==> src/rtl/pipe_if_bp_pkg.sv <==
// Shared fetch-stage definitions: BTB counter encodings,
// saturating counter helpers and the default reset PC.
package pipe_if_bp_pkg;

    typedef enum logic [1:0] {
        SNT = 2'b00,
        WNT = 2'b01,
        WT  = 2'b10,
        ST  = 2'b11
    } cnt_e;

    localparam logic [31:0] DEF_RESET_PC = 32'h0000_0000;

    function automatic cnt_e sat_inc(input cnt_e c);
        case (c)
            SNT:     sat_inc = WNT;
            WNT:     sat_inc = WT;
            default: sat_inc = ST;
        endcase
    endfunction

    function automatic cnt_e sat_dec(input cnt_e c);
        case (c)
            ST:      sat_dec = WT;
            WT:      sat_dec = WNT;
            default: sat_dec = SNT;
        endcase
    endfunction

endpackage

==> src/rtl/pipe_if_bp_if.sv <==
// Fetch-stage bundle: downstream control, BTB training,
// instruction memory and fetch outputs.
interface pipe_if_bp_if;
    import pipe_if_bp_pkg::*;

    logic        in_stall;
    logic        in_redirect;
    logic [31:0] in_redirect_addr;
    logic        in_upd_valid;
    logic [31:0] in_upd_pc;
    logic [31:0] in_upd_target;
    logic        in_upd_taken;
    logic [31:0] in_imem_rdata;
    logic [29:0] out_imem_addr;
    logic [31:0] out_pc;
    logic [31:0] out_npc;
    logic [31:0] out_instruction;
    logic        out_pred_taken;
    logic [31:0] out_pred_target;

    modport master (
        output in_stall, in_redirect, in_redirect_addr,
        output in_upd_valid, in_upd_pc, in_upd_target,
        output in_upd_taken, in_imem_rdata,
        input  out_imem_addr, out_pc, out_npc,
        input  out_instruction, out_pred_taken, out_pred_target
    );

    modport slave (
        input  in_stall, in_redirect, in_redirect_addr,
        input  in_upd_valid, in_upd_pc, in_upd_target,
        input  in_upd_taken, in_imem_rdata,
        output out_imem_addr, out_pc, out_npc,
        output out_instruction, out_pred_taken, out_pred_target
    );

endinterface

==> src/rtl/pipe_if_bp_btb_dm.sv <==
// Direct-mapped branch target buffer with 2-bit counters,
// one combinational lookup port and one training port.
module btb_dm
    import pipe_if_bp_pkg::*;
#(
    parameter int          IDX_W     = 4,
    parameter logic [1:0]  ALLOC_CNT = 2'b10,
    localparam int         TAG_W     = 30 - IDX_W
) (
    input  logic             clk,
    input  logic             rst,
    input  logic [IDX_W-1:0] rd_idx,
    input  logic [TAG_W-1:0] rd_tag,
    output logic             hit,
    output logic             taken,
    output logic [31:0]      target,
    input  logic             wr_en,
    input  logic [IDX_W-1:0] wr_idx,
    input  logic [TAG_W-1:0] wr_tag,
    input  logic [31:0]      wr_target,
    input  logic             wr_taken
);

    localparam int N = 2 ** IDX_W;

    logic             valid_q  [N];
    logic [TAG_W-1:0] tag_q    [N];
    logic [31:0]      target_q [N];
    cnt_e             cnt_q    [N];

    logic wr_hit;

    assign hit    = valid_q[rd_idx] && (tag_q[rd_idx] == rd_tag);
    assign taken  = cnt_q[rd_idx][1];
    assign target = target_q[rd_idx];

    assign wr_hit = valid_q[wr_idx] && (tag_q[wr_idx] == wr_tag);

    always_ff @(posedge clk) begin
        if (rst) begin
            for (int i = 0; i < N; i++) begin
                valid_q[i]  <= 1'b0;
                tag_q[i]    <= '0;
                target_q[i] <= '0;
                cnt_q[i]    <= SNT;
            end
        end else if (wr_en) begin
            if (wr_hit) begin
                if (wr_taken) begin
                    cnt_q[wr_idx]    <= sat_inc(cnt_q[wr_idx]);
                    target_q[wr_idx] <= wr_target;
                end else begin
                    cnt_q[wr_idx] <= sat_dec(cnt_q[wr_idx]);
                end
            end else if (wr_taken) begin
                // A taken miss evicts whatever aliases this slot.
                valid_q[wr_idx]  <= 1'b1;
                tag_q[wr_idx]    <= wr_tag;
                target_q[wr_idx] <= wr_target;
                cnt_q[wr_idx]    <= cnt_e'(ALLOC_CNT);
            end
        end
    end

endmodule

==> src/rtl/pipe_if_bp.sv <==
// Instruction-fetch stage: PC register, next-PC selection
// and BTB-driven zero-bubble taken prediction.
module pipe_if_bp
    import pipe_if_bp_pkg::*;
#(
    parameter logic [31:0] RESET_PC  = DEF_RESET_PC,
    parameter int          BTB_IDX_W = 4,
    parameter logic [1:0]  ALLOC_CNT = 2'b10
) (
    input logic         in_clk,
    input logic         in_rst,
    pipe_if_bp_if.slave bus
);

    logic [31:0] pc_q;
    logic [31:0] npc;
    logic [31:0] next_pc;
    logic        btb_hit;
    logic        btb_taken;
    logic [31:0] btb_target;
    logic        pred_taken;
    logic        unused;

    assign npc        = pc_q + 32'd4;
    assign pred_taken = btb_hit && btb_taken;

    assign bus.out_pc          = pc_q;
    assign bus.out_npc         = npc;
    assign bus.out_imem_addr   = pc_q[31:2];
    assign bus.out_instruction = bus.in_imem_rdata;
    assign bus.out_pred_taken  = pred_taken;
    assign bus.out_pred_target = pred_taken ? btb_target : 32'd0;

    assign unused = ^{bus.in_redirect_addr[1:0], bus.in_upd_pc[1:0]};

    btb_dm #(
        .IDX_W     (BTB_IDX_W),
        .ALLOC_CNT (ALLOC_CNT)
    ) u_btb (
        .clk       (in_clk),
        .rst       (in_rst),
        .rd_idx    (pc_q[BTB_IDX_W+1:2]),
        .rd_tag    (pc_q[31:BTB_IDX_W+2]),
        .hit       (btb_hit),
        .taken     (btb_taken),
        .target    (btb_target),
        .wr_en     (bus.in_upd_valid),
        .wr_idx    (bus.in_upd_pc[BTB_IDX_W+1:2]),
        .wr_tag    (bus.in_upd_pc[31:BTB_IDX_W+2]),
        .wr_target (bus.in_upd_target),
        .wr_taken  (bus.in_upd_taken)
    );

    // Redirect outranks stall so an execute redirect is never dropped.
    always_comb begin
        next_pc = npc;
        if (bus.in_redirect) begin
            next_pc = {bus.in_redirect_addr[31:2], 2'b00};
        end else if (bus.in_stall) begin
            next_pc = pc_q;
        end else if (pred_taken) begin
            next_pc = {btb_target[31:2], 2'b00};
        end
    end

    always_ff @(posedge in_clk) begin
        if (in_rst) begin
            pc_q <= RESET_PC;
        end else begin
            pc_q <= next_pc;
        end
    end

endmodule

==> src/flat_wrapper.sv <==
// flat-port wrapper written by rule: the top's interface ports become plain ports
module pipe_if_bp_flat import pipe_if_bp_pkg::*;
#(
    parameter logic [31:0] RESET_PC  = DEF_RESET_PC,
    parameter int          BTB_IDX_W = 4,
    parameter logic [1:0]  ALLOC_CNT = 2'b10
)
  (in_clk, in_rst, bus_in_stall, bus_in_redirect, bus_in_redirect_addr, bus_in_upd_valid, bus_in_upd_pc, bus_in_upd_target, bus_in_upd_taken, bus_in_imem_rdata, bus_out_imem_addr, bus_out_pc, bus_out_npc, bus_out_instruction, bus_out_pred_taken, bus_out_pred_target);
  pipe_if_bp_if bus_i ();
  input logic in_clk;
  input logic in_rst;
  input wire logic [$bits(bus_i.in_stall)-1:0] bus_in_stall;
  input wire logic [$bits(bus_i.in_redirect)-1:0] bus_in_redirect;
  input wire logic [$bits(bus_i.in_redirect_addr)-1:0] bus_in_redirect_addr;
  input wire logic [$bits(bus_i.in_upd_valid)-1:0] bus_in_upd_valid;
  input wire logic [$bits(bus_i.in_upd_pc)-1:0] bus_in_upd_pc;
  input wire logic [$bits(bus_i.in_upd_target)-1:0] bus_in_upd_target;
  input wire logic [$bits(bus_i.in_upd_taken)-1:0] bus_in_upd_taken;
  input wire logic [$bits(bus_i.in_imem_rdata)-1:0] bus_in_imem_rdata;
  output wire logic [$bits(bus_i.out_imem_addr)-1:0] bus_out_imem_addr;
  output wire logic [$bits(bus_i.out_pc)-1:0] bus_out_pc;
  output wire logic [$bits(bus_i.out_npc)-1:0] bus_out_npc;
  output wire logic [$bits(bus_i.out_instruction)-1:0] bus_out_instruction;
  output wire logic [$bits(bus_i.out_pred_taken)-1:0] bus_out_pred_taken;
  output wire logic [$bits(bus_i.out_pred_target)-1:0] bus_out_pred_target;
  assign bus_i.in_stall = bus_in_stall;
  assign bus_i.in_redirect = bus_in_redirect;
  assign bus_i.in_redirect_addr = bus_in_redirect_addr;
  assign bus_i.in_upd_valid = bus_in_upd_valid;
  assign bus_i.in_upd_pc = bus_in_upd_pc;
  assign bus_i.in_upd_target = bus_in_upd_target;
  assign bus_i.in_upd_taken = bus_in_upd_taken;
  assign bus_i.in_imem_rdata = bus_in_imem_rdata;
  assign bus_out_imem_addr = bus_i.out_imem_addr;
  assign bus_out_pc = bus_i.out_pc;
  assign bus_out_npc = bus_i.out_npc;
  assign bus_out_instruction = bus_i.out_instruction;
  assign bus_out_pred_taken = bus_i.out_pred_taken;
  assign bus_out_pred_target = bus_i.out_pred_target;
  pipe_if_bp #(.RESET_PC(RESET_PC), .BTB_IDX_W(BTB_IDX_W), .ALLOC_CNT(ALLOC_CNT)) u_core (.in_clk(in_clk), .in_rst(in_rst), .bus(bus_i));
endmodule
==> config.mk <==
export PLATFORM = sky130hd
export DESIGN_NAME = pipe_if_bp_flat
export DESIGN_NICKNAME = d
export VERILOG_FILES = /design/src/rtl/pipe_if_bp_pkg.sv /design/src/rtl/pipe_if_bp_if.sv /design/src/rtl/pipe_if_bp_btb_dm.sv /design/src/rtl/pipe_if_bp.sv /design/src/flat_wrapper.sv
export SDC_FILE = /design/constraint.sdc
export NUM_CORES = 2
export LEC_CHECK = 0
export BUFFER_PORTS_ARGS = -buffer_cell sky130_fd_sc_hd__buf_4
export CORE_UTILIZATION = 45
export CTS_CLUSTER_SIZE = 28
export DETAILED_ROUTE_END_ITERATION = 8
export PLACE_DENSITY = 0.64
export REMOVE_ABC_BUFFERS = 1
export SLEW_MARGIN = 10
export SYNTH_ARGS = -nofsm -noshare
export SYNTH_HDL_FRONTEND = slang
export SYNTH_SLANG_ARGS = --single-unit
export TNS_END_PERCENT = 50
==> constraint.sdc <==
create_clock -name in_clk -period 12.8 [get_ports in_clk]
set_input_delay 2.56 -clock in_clk [delete_from_list [all_inputs] [get_ports in_clk]]
set_output_delay 2.56 -clock in_clk [all_outputs]
set_load 0.02 [all_outputs]
==> impl_metrics.tcl <==
set metrics [dict create \
    status "completed" \
    hold_buffers 0 \
    clkLatencyLatePin_ps 700 \
    muxShareOfSynthArea 0.176 \
    cts_num_sinks 1012 \
    critPathTopFamily "buffers and inverters" \
    fin_util 0.507 \
    maxCapViolCount 0 \
    post-place-ws_ps 4390 \
    r2r_end "u_core.bus.out_pc[23]" \
    hpwl_um 97700 \
    drc 0 \
    routed_wl_um 179000 \
    clockRootBuffer "clkbuf_16" \
    synth_fa_ha_area_frac 0.000239 \
    slew_headroom 0.163 \
    htreeDepth 3 \
    synth_top_family_by_area "multiplexers" \
    rsz0062_at_grt "no" \
    gp_congestion 0.913 \
    io_pins 293 \
    synth_commonest_cells "960 x edfxtp_1, 551 x and3_1, 414 x and2_1" \
    die_y_um 343 \
    die_w_um 343 \
    critPathRequiredTime_ps 10240 \
    start_util 0.456 \
    worst_path_most_repeated_cell "buf_4" \
    combPwrFrac 0.123 \
    fin_crit_ps 9230 \
    vias 34800 \
    synth_compound_area_frac 0.0439 \
    drive_above_1_share 0.243 \
    via_per_inst 6.59 \
    reg2reg_slack_ps 6780 \
    port_buffers 224 \
    synthArstFlopShare 0 \
    critPathMaxFanout 39 \
    avgRoutedWirePerCell_um 33.8 \
    p_sw_w 0.00202 \
    vdd_drop_max_uv 100 \
    synth_xor_area_frac 0.0127 \
    grt_pass1_wl_um 252000 \
    synth-seq-cells 1012 \
    crit_chain "buf_4, buf_4, mux4_2, mux2i_1, xnor2_1, a2111oi_0, a31oi_1, nor4_1, nand4_1, buf_4, nor2b_1, buf_4" \
    clk_path_buf_depth 3 \
    overflow 0 \
    drtIter0Drc 5853 \
    post_dp_cell_area_um2 54700 \
    ant_nets 0 \
    p_seq_frac 0.487 \
    cp.depth 12 \
    syn_to_final_growth_pct 11.1 \
    clock_skew_ps 27.6 \
    netlist_top_cells_area "edfxtp_1 55%, mux4_2 15%, and3_1 6.6%" \
    antenna_found_initial 19 \
    synthFlopType "edfxtp_1" \
    synth_top_area_share 0.551 \
    grt_max_degree 279 \
    maxSlewViolCount 0 \
    p_clk_frac 0.390 \
    syn_inst 3721 \
    fmax_mhz 108 \
    synth-edff-count 960 \
    cts_tree "done" \
    worstHoldEndpoint "u_core.bus.out_pc[1]" \
    dr.pass1.iters 6 \
    grt_pass1_vias 33100 \
    yosys_warnings 0 \
    power_leakage_nw 21.9 \
    syn_area_um2 52400 \
    power_density_nw_per_um2 137 \
    grt_use_total 0.301 \
    reg2reg_depth 12 \
    worstHoldStart "u_core.bus.out_pc[1]" \
    internal_power_w 0.00598 \
    cp_num_buf_inv 4 \
    fillers 9566 \
    postLayoutCellArea_um2 58200 \
    arrival_ps 6670 \
    synth.most_common_cell "edfxtp_1" \
    swShare 0.253 \
    hold_depth 2 \
    fp.coreArea_um2 115000 \
    holdCritPathClass "reg -> reg" \
    period_share 0.721 \
    clk_pin_slew_ps 70 \
    yosys.area.top_type "edfxtp_1" \
    avgSynthCellArea_um2 14.1 \
    fin_cells 5283 \
    worst_slack_ps 3570 \
    rows 124 \
    tightest_slew_ps 1260 \
    critPathKind "reg -> out" \
    cpPeakStageDelay_ps 970 \
    critPathSlowestCell "nor2b_1" \
    ys_seq_area_frac 0.570 \
    dp.cells 5087 \
    final_nets 3814 \
    yosysUniqueCellTypes 74 \
    setup-violations-final 0 \
    hold_viol_final 0 \
    start_kind "flop" \
    crit_path_end_kind "output port" \
    numCtsBuffers 102 \
    cts.repair.resized 0 \
    dieArea_um2 118000 \
    post_cts_buffers 0 \
    synth-simple-area-share 0.152 \
]
[layer usage]
layer	vias up	global-route usage	wire, um
met3	343	0.0793	23800
met4	16	0.0978	6040
li1	14200	-	-
met1	17800	0.422	67800
met5	-	0.00120	98
met2	2499	0.458	80800
[metrics by stage]
| stage | power (W) | hold slack [ps] | setup TNS (ps) |
|---|---|---|---|
| 3_5_place_dp | 0.00493 | 438 | 0 |
| 3_3_place_gp | 0.00492 | 441 | 0 |
| 5_1_grt | 0.00820 | 475 | 0 |
| 4_1_cts | 0.00800 | 448 | 0 |
| 2_1_floorplan | 0.00454 | 443 | -55610 |
| 6_report | 0.00800 | 448 | 0 |
[power groups by stage]
stage                     Sequential (W)  Clock, W  Combinational [W]
final                            0.00389   0.00312           0.000986
after global routing             0.00391   0.00327            0.00102
after CTS                        0.00389   0.00314           0.000971
after detailed placement         0.00396         0           0.000969
after global placement           0.00395         0           0.000965
after floorplan                  0.00397         0           0.000562
[placed cells by master, fill, tap and decap left out, types with 28 or more instances in the layout]
cell type,netlist,layout
a21o_1,41,41
a21oi_1,79,79
and2_1,414,413
and3_1,551,550
buf_4,84,307
clkbuf_16,0,104
clkinv_2,0,28
dfxtp_1,52,48
edfxtp_1,960,960
inv_1,47,45
mux2i_1,93,93
mux4_2,359,359
nand2_1,72,69
nand3_1,44,44
nor2_1,88,71
nor2b_1,48,46
nor3_1,29,29
xnor2_1,70,70
[worst reg2reg max path: cells and delay by family (launching register included)]
family / cells / cell delay [ps]
AOI/OAI and AO/OA: 3 / 1070
xor gates and xnor gates: 1 / 110
buffers and inverters: 3 / 1620
DFF: 1 / 680
muxes: 2 / 1040
and+or+nand+nor: 3 / 1440
[how the worst max path moves through the flow]
stage          from                      end  slack (ps)
2_1_floorplan  flop   bus_out_pred_target[7]       -1990
3_3_place_gp   flop  bus_out_pred_target[20]        4320
3_5_place_dp   flop  bus_out_pred_target[20]        4390
4_1_cts        flop  bus_out_pred_target[20]        3620
5_1_grt        flop  bus_out_pred_target[23]        3330
6_report       flop  bus_out_pred_target[20]        3570
[final cells by class]
type | instances | area (um2) | area share
Antenna cell | 5 | 12.5 | 0.000215
Tap cell | 1512 | 1890 | 0.0325
Timing Repair Buffer | 311 | 2370 | 0.0407
Clock inverter | 72 | 771 | 0.0132
Clock buffer | 119 | 2680 | 0.0460
Multi-Input combinational cell | 2202 | 20400 | 0.350
Inverter | 50 | 190 | 0.00327
Sequential cell | 1012 | 29900 | 0.514
[registers in the layout, indices dropped and copies added, names as in the netlist, named ones only]
register,flops
u_core.u_btb.valid_q,16
u_core.u_btb.target_q,512
u_core.u_btb.cnt_q,32
u_core.bus.out_pc,32
u_core.u_btb.tag_q,416
[cell families after synthesis]
family | Yosys count
fa+ha+maj | 1
xor+xnor | 76
simple gates | 1334
compound gates | 323
mux | 468
flops | 1012
buf+inv | 507
No activity file was read; power rests on OpenSTA's default activity.
